File: src/rtl/mean_unit_pkg.sv
// Shared types and helpers for the block-mean unit.
// Holds the FSM state encoding and the log2 helper used to size datapath registers.
package mean_unit_pkg;

   typedef enum logic {
      IDLE  = 1'b0,
      ACCUM = 1'b1
   } state_t;

   // Smallest n with 2**n >= value; exact log2 for the power-of-two block sizes used here.
   function automatic int log2_of(input int value);
      int result;
      result = 0;
      for (int i = 0; i < 31; i++) begin
         if ((1 << i) < value) result = i + 1;
      end
      return result;
   endfunction

endpackage

File: src/rtl/mean_unit_if.sv
// Sample/result bundle for mean_unit: the producer drives samples and the start pulse,
// the unit returns the registered mean and its one-cycle ready strobe.
interface mean_unit_if #(
   parameter int DATA_WIDTH = 8
);
   logic [DATA_WIDTH-1:0] data_in;
   logic                  start_data_in;
   logic [DATA_WIDTH-1:0] mean_out;
   logic                  ready;

   modport master (output data_in, start_data_in, input mean_out, ready);
   modport slave  (input data_in, start_data_in, output mean_out, ready);
endinterface

File: src/rtl/mean_unit.sv
// Block mean: after a start pulse, sums TOTAL_SAMPLES consecutive samples and
// publishes the truncated average with a one-cycle ready pulse.
module mean_unit
   import mean_unit_pkg::*;
#(
   parameter int DATA_WIDTH    = 8,
   parameter int TOTAL_SAMPLES = 64
) (
   input  logic        clk,
   input  logic        rst_n,
   mean_unit_if.slave  bus
);

   localparam int LOG2_N = log2_of(TOTAL_SAMPLES);
   localparam int ACC_W  = DATA_WIDTH + LOG2_N;

   generate
      if ((TOTAL_SAMPLES < 2) || ((TOTAL_SAMPLES & (TOTAL_SAMPLES - 1)) != 0)) begin : g_bad_total
         $error("mean_unit: TOTAL_SAMPLES must be a power of two and at least 2");
      end
   endgenerate

   state_t                r_state;
   logic [ACC_W-1:0]      r_acc;
   logic [LOG2_N-1:0]     r_cnt;
   logic [DATA_WIDTH-1:0] r_mean;
   logic                  r_ready;

   logic [ACC_W-1:0]      w_sum;
   logic                  w_last;

   // The accumulator is wide enough for TOTAL_SAMPLES full-scale samples, so this sum cannot wrap.
   assign w_sum  = r_acc + ACC_W'(bus.data_in);
   assign w_last = (r_state == ACCUM) && (r_cnt == LOG2_N'(TOTAL_SAMPLES - 1));

   // NOTE: all state below uses non-blocking assignments so every register samples pre-edge values.
   always_ff @(posedge clk or negedge rst_n) begin
      if (!rst_n) begin
         r_state <= IDLE;
         r_acc   <= '0;
         r_cnt   <= '0;
         r_mean  <= '0;
         r_ready <= 1'b0;
      end else begin
         r_ready <= 1'b0;
         case (r_state)
            IDLE: begin
               if (bus.start_data_in) begin
                  r_state <= ACCUM;
                  r_acc   <= '0;
                  r_cnt   <= '0;
               end
            end
            ACCUM: begin
               r_acc <= w_sum;
               r_cnt <= r_cnt + LOG2_N'(1);
               if (w_last) begin
                  r_mean  <= w_sum[ACC_W-1:LOG2_N];
                  r_ready <= 1'b1;
                  r_state <= IDLE;
               end
            end
            default: r_state <= IDLE;
         endcase
      end
   end

   assign bus.mean_out = r_mean;
   assign bus.ready    = r_ready;

endmodule

File: src/flat_wrapper.sv
// flat-port wrapper written by rule: the top's interface ports become plain ports
module mean_unit_flat import mean_unit_pkg::*;
#(
   parameter int DATA_WIDTH    = 8,
   parameter int TOTAL_SAMPLES = 64
)
  (clk, rst_n, bus_data_in, bus_start_data_in, bus_mean_out, bus_ready);
  mean_unit_if #(.DATA_WIDTH(DATA_WIDTH)) bus_i ();
  input  logic clk;
  input  logic rst_n;
  input wire logic [$bits(bus_i.data_in)-1:0] bus_data_in;
  input wire logic [$bits(bus_i.start_data_in)-1:0] bus_start_data_in;
  output wire logic [$bits(bus_i.mean_out)-1:0] bus_mean_out;
  output wire logic [$bits(bus_i.ready)-1:0] bus_ready;
  assign bus_i.data_in = bus_data_in;
  assign bus_i.start_data_in = bus_start_data_in;
  assign bus_mean_out = bus_i.mean_out;
  assign bus_ready = bus_i.ready;
  mean_unit #(.DATA_WIDTH(DATA_WIDTH), .TOTAL_SAMPLES(TOTAL_SAMPLES)) u_core (.clk(clk), .rst_n(rst_n), .bus(bus_i));
endmodule
File: config.mk
export PLATFORM = sky130hd
export DESIGN_NAME = mean_unit_flat
export DESIGN_NICKNAME = d
export VERILOG_FILES = /design/src/rtl/mean_unit_pkg.sv /design/src/rtl/mean_unit_if.sv /design/src/rtl/mean_unit.sv /design/src/flat_wrapper.sv
export SDC_FILE = /design/constraint.sdc
export NUM_CORES = 1
export LEC_CHECK = 0
export BUFFER_PORTS_ARGS = -buffer_cell sky130_fd_sc_hd__buf_2
export CAP_MARGIN = 40
export CORE_ASPECT_RATIO = 2
export CORE_UTILIZATION = 46
export DETAILED_ROUTE_END_ITERATION = 10
export PLACE_DENSITY_LB_ADDON = 0.05
export SLEW_MARGIN = 5
export SYNTH_ARGS = -nofsm -noshare
export SYNTH_HDL_FRONTEND = slang
export SYNTH_SLANG_ARGS = --single-unit
File: constraint.sdc
create_clock -name clk -period 2.1 [get_ports clk]
set_clock_uncertainty 0.05 [all_clocks]
set_input_delay 0 -clock clk [delete_from_list [all_inputs] [get_ports clk]]
set_output_delay 0 -clock clk [all_outputs]
set_load 0.01 [all_outputs]
-- After elaboration in Yosys (flattened, before gate mapping)
Cells that the tools add are included.
- add/sub/neg operators: 2
- equal/unequal tests: 2
- multiplexer cells: 9
- bitwise logic cells: 1
- reductions and logical operators: 2
- operator list (operator ; count):
    $pmux W14 S2 ; 1
    $add A14 B8 Y14 ; 1
    $mux W14 ; 1
    $pmux W6 S2 ; 1
    $add A6 B1 Y6 const B ; 1
    $eq A6 B6 Y1 const B ; 1
    $mux W6 ; 1
    $mux W1 ; 4
    $ne A2 B2 Y1 const B ; 1
    $pmux W1 S2 ; 1
    $reduce_and A2 Y1 ; 1
    $logic_and A1 B1 Y1 ; 1
    $not A1 Y1 ; 1
- flip-flop bits (word level): 30
- output and inout port bits: 9
- word-level logic and storage cells: 21

-- Depth between registers and ports, before layout
Gate-level depths: netlist of run 1.
- depth in word-level cells: 4
- mapped depth: 7

-- Least setup slack after synthesis of run 1
Ideal clock, no wire load.
- path kind: reg-to-reg
- start point: reg u_core.r_acc[0]
- end point: reg u_core.r_mean[6], in the netlist u_core.bus.mean_out[6]
- arrival time: 1735 ps
- setup slack: 178 ps
- stages on the path, launching flop included: 8
- path buffers: 0
- period minus slack after synthesis: 1922 ps
- cells stage by stage: dfrtp_1 ha_1 fa_1 a21oi_1 o221ai_2 nand4_1 xnor2_1 a21oi_1
- cells in the longest elaborated chain, start to end: 1
- RTL lines (what ; line ; RTL):
    from (decl) ; mean_unit.sv:24 ; logic [ACC_W-1:0] r_acc;
    from (signal assigned) ; mean_unit.sv:55 ; r_acc <= w_sum;
    $add A14 B8 Y14 ; mean_unit.sv:33 ; assign w_sum = r_acc + ACC_W'(bus.data_in);
    to (signal assigned) ; mean_unit.sv:58 ; r_mean <= w_sum[ACC_W-1:LOG2_N];
    to (decl) ; mean_unit.sv:26 ; logic [DATA_WIDTH-1:0] r_mean;
Every way passes these cells.
A chain may end at the register's enable or synchronous reset.

-- Worst setup path after layout of run 1
- start point: reg u_core.r_acc[4]
- end point: reg u_core.r_acc[7]
- cells in the longest elaborated chain, start to end: 2
- RTL lines (what ; line ; RTL):
    $add A14 B8 Y14 ; mean_unit.sv:33 ;
    $pmux W14 S2 ; mean_unit.sv:46 ; case (r_state)
Every way passes these cells.

==> metrics.cfg, run 1 <==
[timing]
period_needed_ns=2.04
max_slew_margin=0.546
worst-slew-pin-transition_ns=0.681
slew_viol_final=0
holdWs_ns=0.0273
final-setup-viol-count=0
finalHoldViolations=0
fin_ws_ns=0.0604
fmax_ghz=0.490
period_share=0.971

[synth]
synth_cell_types=40
synthArstFlopShare=1.00
synth_nets=201
ys.flop_type=dfrtp_1
yosys_warnings=0
synth_top_area_frac=0.437
synth_area_mm2=0.00172
synthCells=180
ys_seq_elements=30
yosys.area.top_type=dfrtp_1
synth_edf_count=0
synth.yosys.seq_area_share=0.437
avgSynthCellArea_um2=9.54
synthTopCellsByArea=dfrtp_1 44%, ha_1 6.6%, nand2_1 5.5%

[outcome]
status=finished clean

[clocking]
clock-sinks=30
cts_made_buffers=5
h-tree-depth=2
cts_root_buf=clkbuf_8
clockBufferDepth=2
cts_tree=built
worstSkewPairLatency_ns=0.29
clk_pin_slew_ns=0.06

[layout]
final_area_mm2=0.00203
nets=226
nFillCells=350
drive_gt1_frac=0.194
diodes=0
syn_to_final_growth_pct=18.1
fin_util=0.562

[placement]
place_hpwl_mm=3.18
dp_slack_ns=-0.00791
port_buffers=19
gp_routability_congestion=0.870
post_dp_cell_area_mm2=0.00187

[die]
initial_core_util=0.476
core_area_mm2=0.00361
die_area_mm2=0.00400
die_w_um=45.2
io_pins=20
std_cell_rows=31
die_y_um=88.4

[global_routing]
grt_util_all_layers=0.242
grt_pass1_vias=1527
antenna_found_initial=0
grt_pass1_wl_mm=6.92
grt_overflow_total=0
grt_max_degree=31

[setup_path]
worst_setup_path_start_kind=flip-flop
critical_path_class=reg2reg
crit_fanout=6
critPathRequiredTime_ns=2.22
path_buf_inv=0
critPathTopFamily=compound AO/OA/AOI/OAI gates
path_cells=ha_2 -> a21oi_4 -> and2_1 -> a21oi_1 -> or3_1 -> a32o_1
worstPathArrival_ns=2.16
endpoint_kind=flip-flop
critPathSlowestCell=dfrtp_1
cpPeakStageDelay_ns=0.40

[routing]
ant_nets=0
route.detailed.drc=0
firstDrtPassIters=7
viasPerCell=5.82
drtIter0Drc=20
wl_per_cell_um=17.0
via_count=1483
wirelength_mm=4.34

[flow_run]
drv_cap=0

[power]
irDropWorstVdd_uv=691
p_leak_nw=0.884
pwr_density_cell_mw_per_mm2=1520

[hold_path]
min_path_type=in2reg

[Yosys cell counts (2+ instances only)]
master	number
a21o_1	3
a21oi_1	8
a22o_1	3
a31oi_1	3
and2_1	3
buf_4	2
clkbuf_1	4
dfrtp_1	30
ha_1	9
inv_1	9
nand2_1	25
nand3_1	8
nand4_1	7
nor2_1	6
nor3_1	2
o2111ai_1	7
o21ai_0	17
o22ai_1	2
o31ai_1	3
or3_1	2
xnor2_1	5
xor2_1	4
[power by group]
group	switching, mW	internal [mW]	total, mW
registers	0.219	0.856	1.07
logic	0.845	0.614	1.46
clock network	0.225	0.331	0.556
total	1.29	1.80	3.09
[per-stage QoR]
step	setup TNS [ns]	power [mW]	cells
6_report	0	3.09	255
5_1_grt	-0.0112	3.34	255
2_1_floorplan	0	2.07	180
3_3_place_gp	0	2.40	245
4_1_cts	0	3.05	255
3_5_place_dp	-0.00928	2.46	245
[metal layers]
layer / GRT usage / wire length, um / up-vias
met3: 0.0388 / 140 / 9
met2: 0.468 / 2490 / 39
met1: 0.245 / 1600 / 721
met5: 0 / 0 / -
met4: 0.0854 / 110 / 0
li1: - / - / 714
[logic make-up (layout without fill, tap and decap cells)]
| family | Yosys count | count (layout) | synth area share |
|---|---|---|---|
| adders and majority gates | 10 | 10 | 0.0772 |
| buffers and inverters | 17 | 43 | 0.0466 |
| and+or+nand+nor | 56 | 56 | 0.156 |
| xor gates and xnor gates | 9 | 9 | 0.0459 |
| DFF | 30 | 30 | 0.437 |
| AOI/OAI and AO/OA | 58 | 58 | 0.237 |
[final cells by class]
cell class	count	area, um2	area share
inverters	9	33.8	0.0167
well taps	49	61.3	0.0302
repair buffers	26	153	0.0753
multi-input cells	133	920	0.453
flip-flops and latches	30	751	0.370
clock buffers	8	110	0.0543
[repair_timing]
item / in CTS / in global routing
hold buffers: 2 / 0
resized for setup: 2 / 3
hold endpoints to repair: 32 / 0
buffers inserted: 0 / 0
setup endpoints to repair: 3 / 6
pin swaps: 0 / 2
[state kept, by name (all words and copies together), names as in the netlist]
name                 count
u_core.bus.mean_out      8
u_core.r_acc            14
u_core.bus.ready         1
u_core.r_cnt             6
u_core.r_state           1
[worst paths after layout]
path | slack (ns) | cells after the start | start | endpoint
min in group asynchronous | 0.24 | 2 | rst_n | u_core.r_acc[4]$_DFFE_PN0P_
max reg2reg | 0.06 | 6 | u_core.r_acc[4]$_DFFE_PN0P_ | u_core.r_acc[7]$_DFFE_PN0P_
max | 0.06 | 6 | u_core.r_acc[4]$_DFFE_PN0P_ | u_core.r_acc[7]$_DFFE_PN0P_
min | 0.03 | 3 | bus_data_in[0] | u_core.r_acc[0]$_DFFE_PN0P_
max in group asynchronous | 1.31 | 2 | rst_n | u_core.r_acc[13]$_DFFE_PN0P_
min reg2reg | 0.43 | 2 | u_core.bus.mean_out[3]$_DFFE_PN0P_ | u_core.bus.mean_out[3]$_DFFE_PN0P_
[layout by cell type (no fill, tap or decap), types with 5 or more instances in the layout]
cell type,netlist,final
nor2_1,6,6
buf_4,2,5
nand4_1,7,7
ha_1,9,8
xnor2_1,5,5
clkbuf_8,0,8
buf_2,1,19
o21ai_0,17,17
inv_1,9,9
dfrtp_1,30,30
a21oi_1,8,7
o2111ai_1,7,7
nand2_1,25,25
nand3_1,8,8
[worst reg2reg max path, delay by kind of cell (launching register included)]
family / cells / cell delay (ns)
flops: 1 / 0.40
compound gates: 3 / 0.62
fa+ha+maj: 1 / 0.34
simple gates: 2 / 0.54
Note: power is estimated with default switching activity, not from simulation.
==> run 2, diff against run 1 <==
--- a/config.mk
+++ b/config.mk
@@ -11,7 +11,7 @@
 export CORE_UTILIZATION = 46
 export DETAILED_ROUTE_END_ITERATION = 10
 export PLACE_DENSITY_LB_ADDON = 0.05
-export SLEW_MARGIN = 5
+export SLEW_MARGIN = 20
 export SYNTH_ARGS = -nofsm -noshare
 export SYNTH_HDL_FRONTEND = slang
 export SYNTH_SLANG_ARGS = --single-unit
==> constraint.sdc (replaced) <==
create_clock -name clk -period 1.96 [get_ports clk]
set_clock_uncertainty 0.05 [all_clocks]
set_input_delay 0 -clock clk [delete_from_list [all_inputs] [get_ports clk]]
set_output_delay 0 -clock clk [all_outputs]
set_load 0.01 [all_outputs]
==> metrics.cfg, run 2 (synthesis gave the netlist of run 1 again) <==
[clocking]
worstSkewPairLatency_ns=0.28  ; about the same
clockBufferDepth=2  ; unchanged
h-tree-depth=2  ; unchanged
clock-sinks=30  ; unchanged
cts_made_buffers=5  ; unchanged
cts_root_buf=clkbuf_8
cts_tree=built
clk_pin_slew_ns=0.07  ; about the same

[layout]
final_common_cell=dfrtp_1
syn_to_final_growth_pct=27.9
largest_reg_flops=14  ; unchanged
drive_gt1_frac=0.288  ; +0.0942
instances_no_fill=264  ; +3.5%
nFillCells=323  ; -7.7%
regMostFlops=u_core.r_acc
final_cell_mix=30 x dfrtp_1, 25 x nand2_1, 19 x buf_2
nets=235  ; +4.0%
ff_latch_area_um2=751  ; unchanged
diodes=0  ; unchanged
multiInputGateArea_mm2=0.00102  ; +11%

[routing]
route.detailed.drc=0  ; unchanged
wl_per_cell_um=16.9  ; -0.63%
wirelength_mm=4.46  ; +2.9%
ant_nets=0  ; unchanged
via_count=1541  ; +3.9%
firstDrtPassIters=4  ; -3
drtIter0Drc=47  ; +140%
viasPerCell=5.84  ; +0.37%

[power]
internal_power_mw=2.15  ; +19%
power_frac_comb=0.520  ; +0.048
finalPower_mw=3.63  ; +17%
switchingPower_mw=1.48  ; +15%
power_frac_clock=0.162  ; -0.018
irDropWorstVdd_uv=873  ; +26%
seqPwrFrac=0.317  ; -0.031
pwr_density_cell_mw_per_mm2=1650  ; +8.4%
p_sw_frac=0.408  ; -0.00879
p_leak_nw=0.937  ; +6.0%

[die]
io_pins=20  ; unchanged
initial_core_util=0.476  ; unchanged
die_area_mm2=0.00400  ; unchanged
std_cell_rows=31  ; unchanged
core_area_mm2=0.00361  ; unchanged
die_w_um=45.2  ; unchanged
die_y_um=88.4  ; unchanged

[setup_path]
crit_fanout=5  ; -1
rr_endpoint=u_core.bus.mean_out[6]$_DFFE_PN0P_
critPathRequiredTime_ns=2.08  ; -0.14 ns
critical_path_class=reg2reg
worst_setup_path_start_kind=flip-flop
rr_startpoint=u_core.r_acc[0]$_DFFE_PN0P_
ff2ff_path_depth=7  ; +1
endpoint_kind=flip-flop
worstPathArrival_ns=2.08  ; -0.08 ns
r2r_slack_ns=0.002  ; -0.06 ns

[global_routing]
grt_util_all_layers=0.242  ; about the same
grt_pass1_vias=1599  ; +4.7%
grt_overflow_total=0  ; unchanged
antenna_found_initial=0  ; unchanged
grt_pass1_wl_mm=6.82  ; -1.4%
grt_max_degree=31  ; unchanged

[placement]
place_inst=253  ; +3.3%
dp_slack_ns=-0.129  ; -0.121 ns
place_hpwl_mm=3.23  ; +1.5%
gp_routability_congestion=0.873  ; +0.31%
port_buffers=19  ; unchanged

[timing]
slew_viol_final=0  ; unchanged
worst-slew-pin-transition_ns=0.694  ; +0.0130 ns
rsz0062_at_grt=true
final-setup-viol-count=0  ; unchanged
period_needed_ns=1.96  ; -0.0813 ns
fin_ws_ns=0.00171  ; -0.0587 ns
holdWs_ns=0.0516  ; +0.0243 ns
finalHoldViolations=0  ; unchanged
fmax_ghz=0.511  ; +4.2%
max_slew_margin=0.537  ; -0.00870
period_share=0.999  ; +0.0279

[hold_path]
hold_end=u_core.r_acc[0]$_DFFE_PN0P_
hold_depth=3  ; unchanged
min_path_type=in2reg
hp-start=bus_data_in[0]

[flow_run]
drv_cap=0  ; unchanged

[outcome]
status=finished clean

## run 2: cell types whose count changed in the layout (fill, tap and decap cells not counted), moves of 2 or more
cell,before,now
o21ai_1,0,3
a21oi_2,0,2
ha_4,0,4
ha_1,8,5
o21ai_0,17,14
buf_4,5,13
## run 2: repair_timing
action,CTS,global route
hold buffers,2,0
pin swaps,3,9
buffers inserted,0,1
setup endpoints to repair,10,12
hold endpoints to repair,32,0
resized for setup,5,20
## run 2: power by group through the flow
stage	clock network, mW	registers, mW	logic [mW]
6_report	0.589	1.15	1.89
5_1_grt	0.625	1.18	2.09
4_1_cts	0.606	1.13	1.67
3_5_place_dp	0	1.14	1.60
3_3_place_gp	0	1.12	1.56
2_1_floorplan	0	1.12	1.09
## run 2: final cells by class
| type | instances | area share |
|---|---|---|
| clock buffers | 8 | 0.0501 |
| inverters | 9 | 0.0154 |
| repair buffers | 35 | 0.102 |
| multi-input cells | 133 | 0.463 |
| flip-flops and latches | 30 | 0.342 |
| well taps | 49 | 0.0279 |
## run 2: critical path: stages (launching register included)
cell and delay, ns:
dfrtp_1 0.41, ha_4 0.18, fa_2 0.42, a21oi_4 0.21
o221ai_4 0.15, nand4_1 0.20, xnor2_1 0.14, a21oi_1 0.08
## run 2: how the worst max path moves through the flow
stage | from | to | cells past startpoint
3_5_place_dp | u_core.r_acc[0]$_DFFE_PN0P_ | u_core.bus.mean_out[4]$_DFFE_PN0P_ | 7
3_3_place_gp | u_core.r_acc[0]$_DFFE_PN0P_ | u_core.bus.mean_out[6]$_DFFE_PN0P_ | 7
2_1_floorplan | u_core.r_acc[0]$_DFFE_PN0P_ | u_core.bus.mean_out[6]$_DFFE_PN0P_ | 7
6_report | u_core.r_acc[0]$_DFFE_PN0P_ | u_core.bus.mean_out[6]$_DFFE_PN0P_ | 7
5_1_grt | u_core.r_acc[0]$_DFFE_PN0P_ | u_core.bus.mean_out[6]$_DFFE_PN0P_ | 7
4_1_cts | u_core.r_acc[0]$_DFFE_PN0P_ | u_core.bus.mean_out[6]$_DFFE_PN0P_ | 7
## run 2: through the flow
step	instance area, um2	util	TNS, ns
finish	2200	0.609	0
global placement	1930	0.534	-0.0294
floorplan	1720	-	0
CTS	2080	0.578	0
global route	2200	0.609	-0.219
detailed placement	1930	0.534	-0.707
## run 2: routing by layer
metal / track usage / part of all wire / vias up
met5: 0 / 0 / -
met4: 0.174 / 0.033 / 0
met3: 0.0490 / 0.035 / 14
met2: 0.449 / 0.59 / 45
met1: 0.215 / 0.34 / 752
li1: - / - / 730
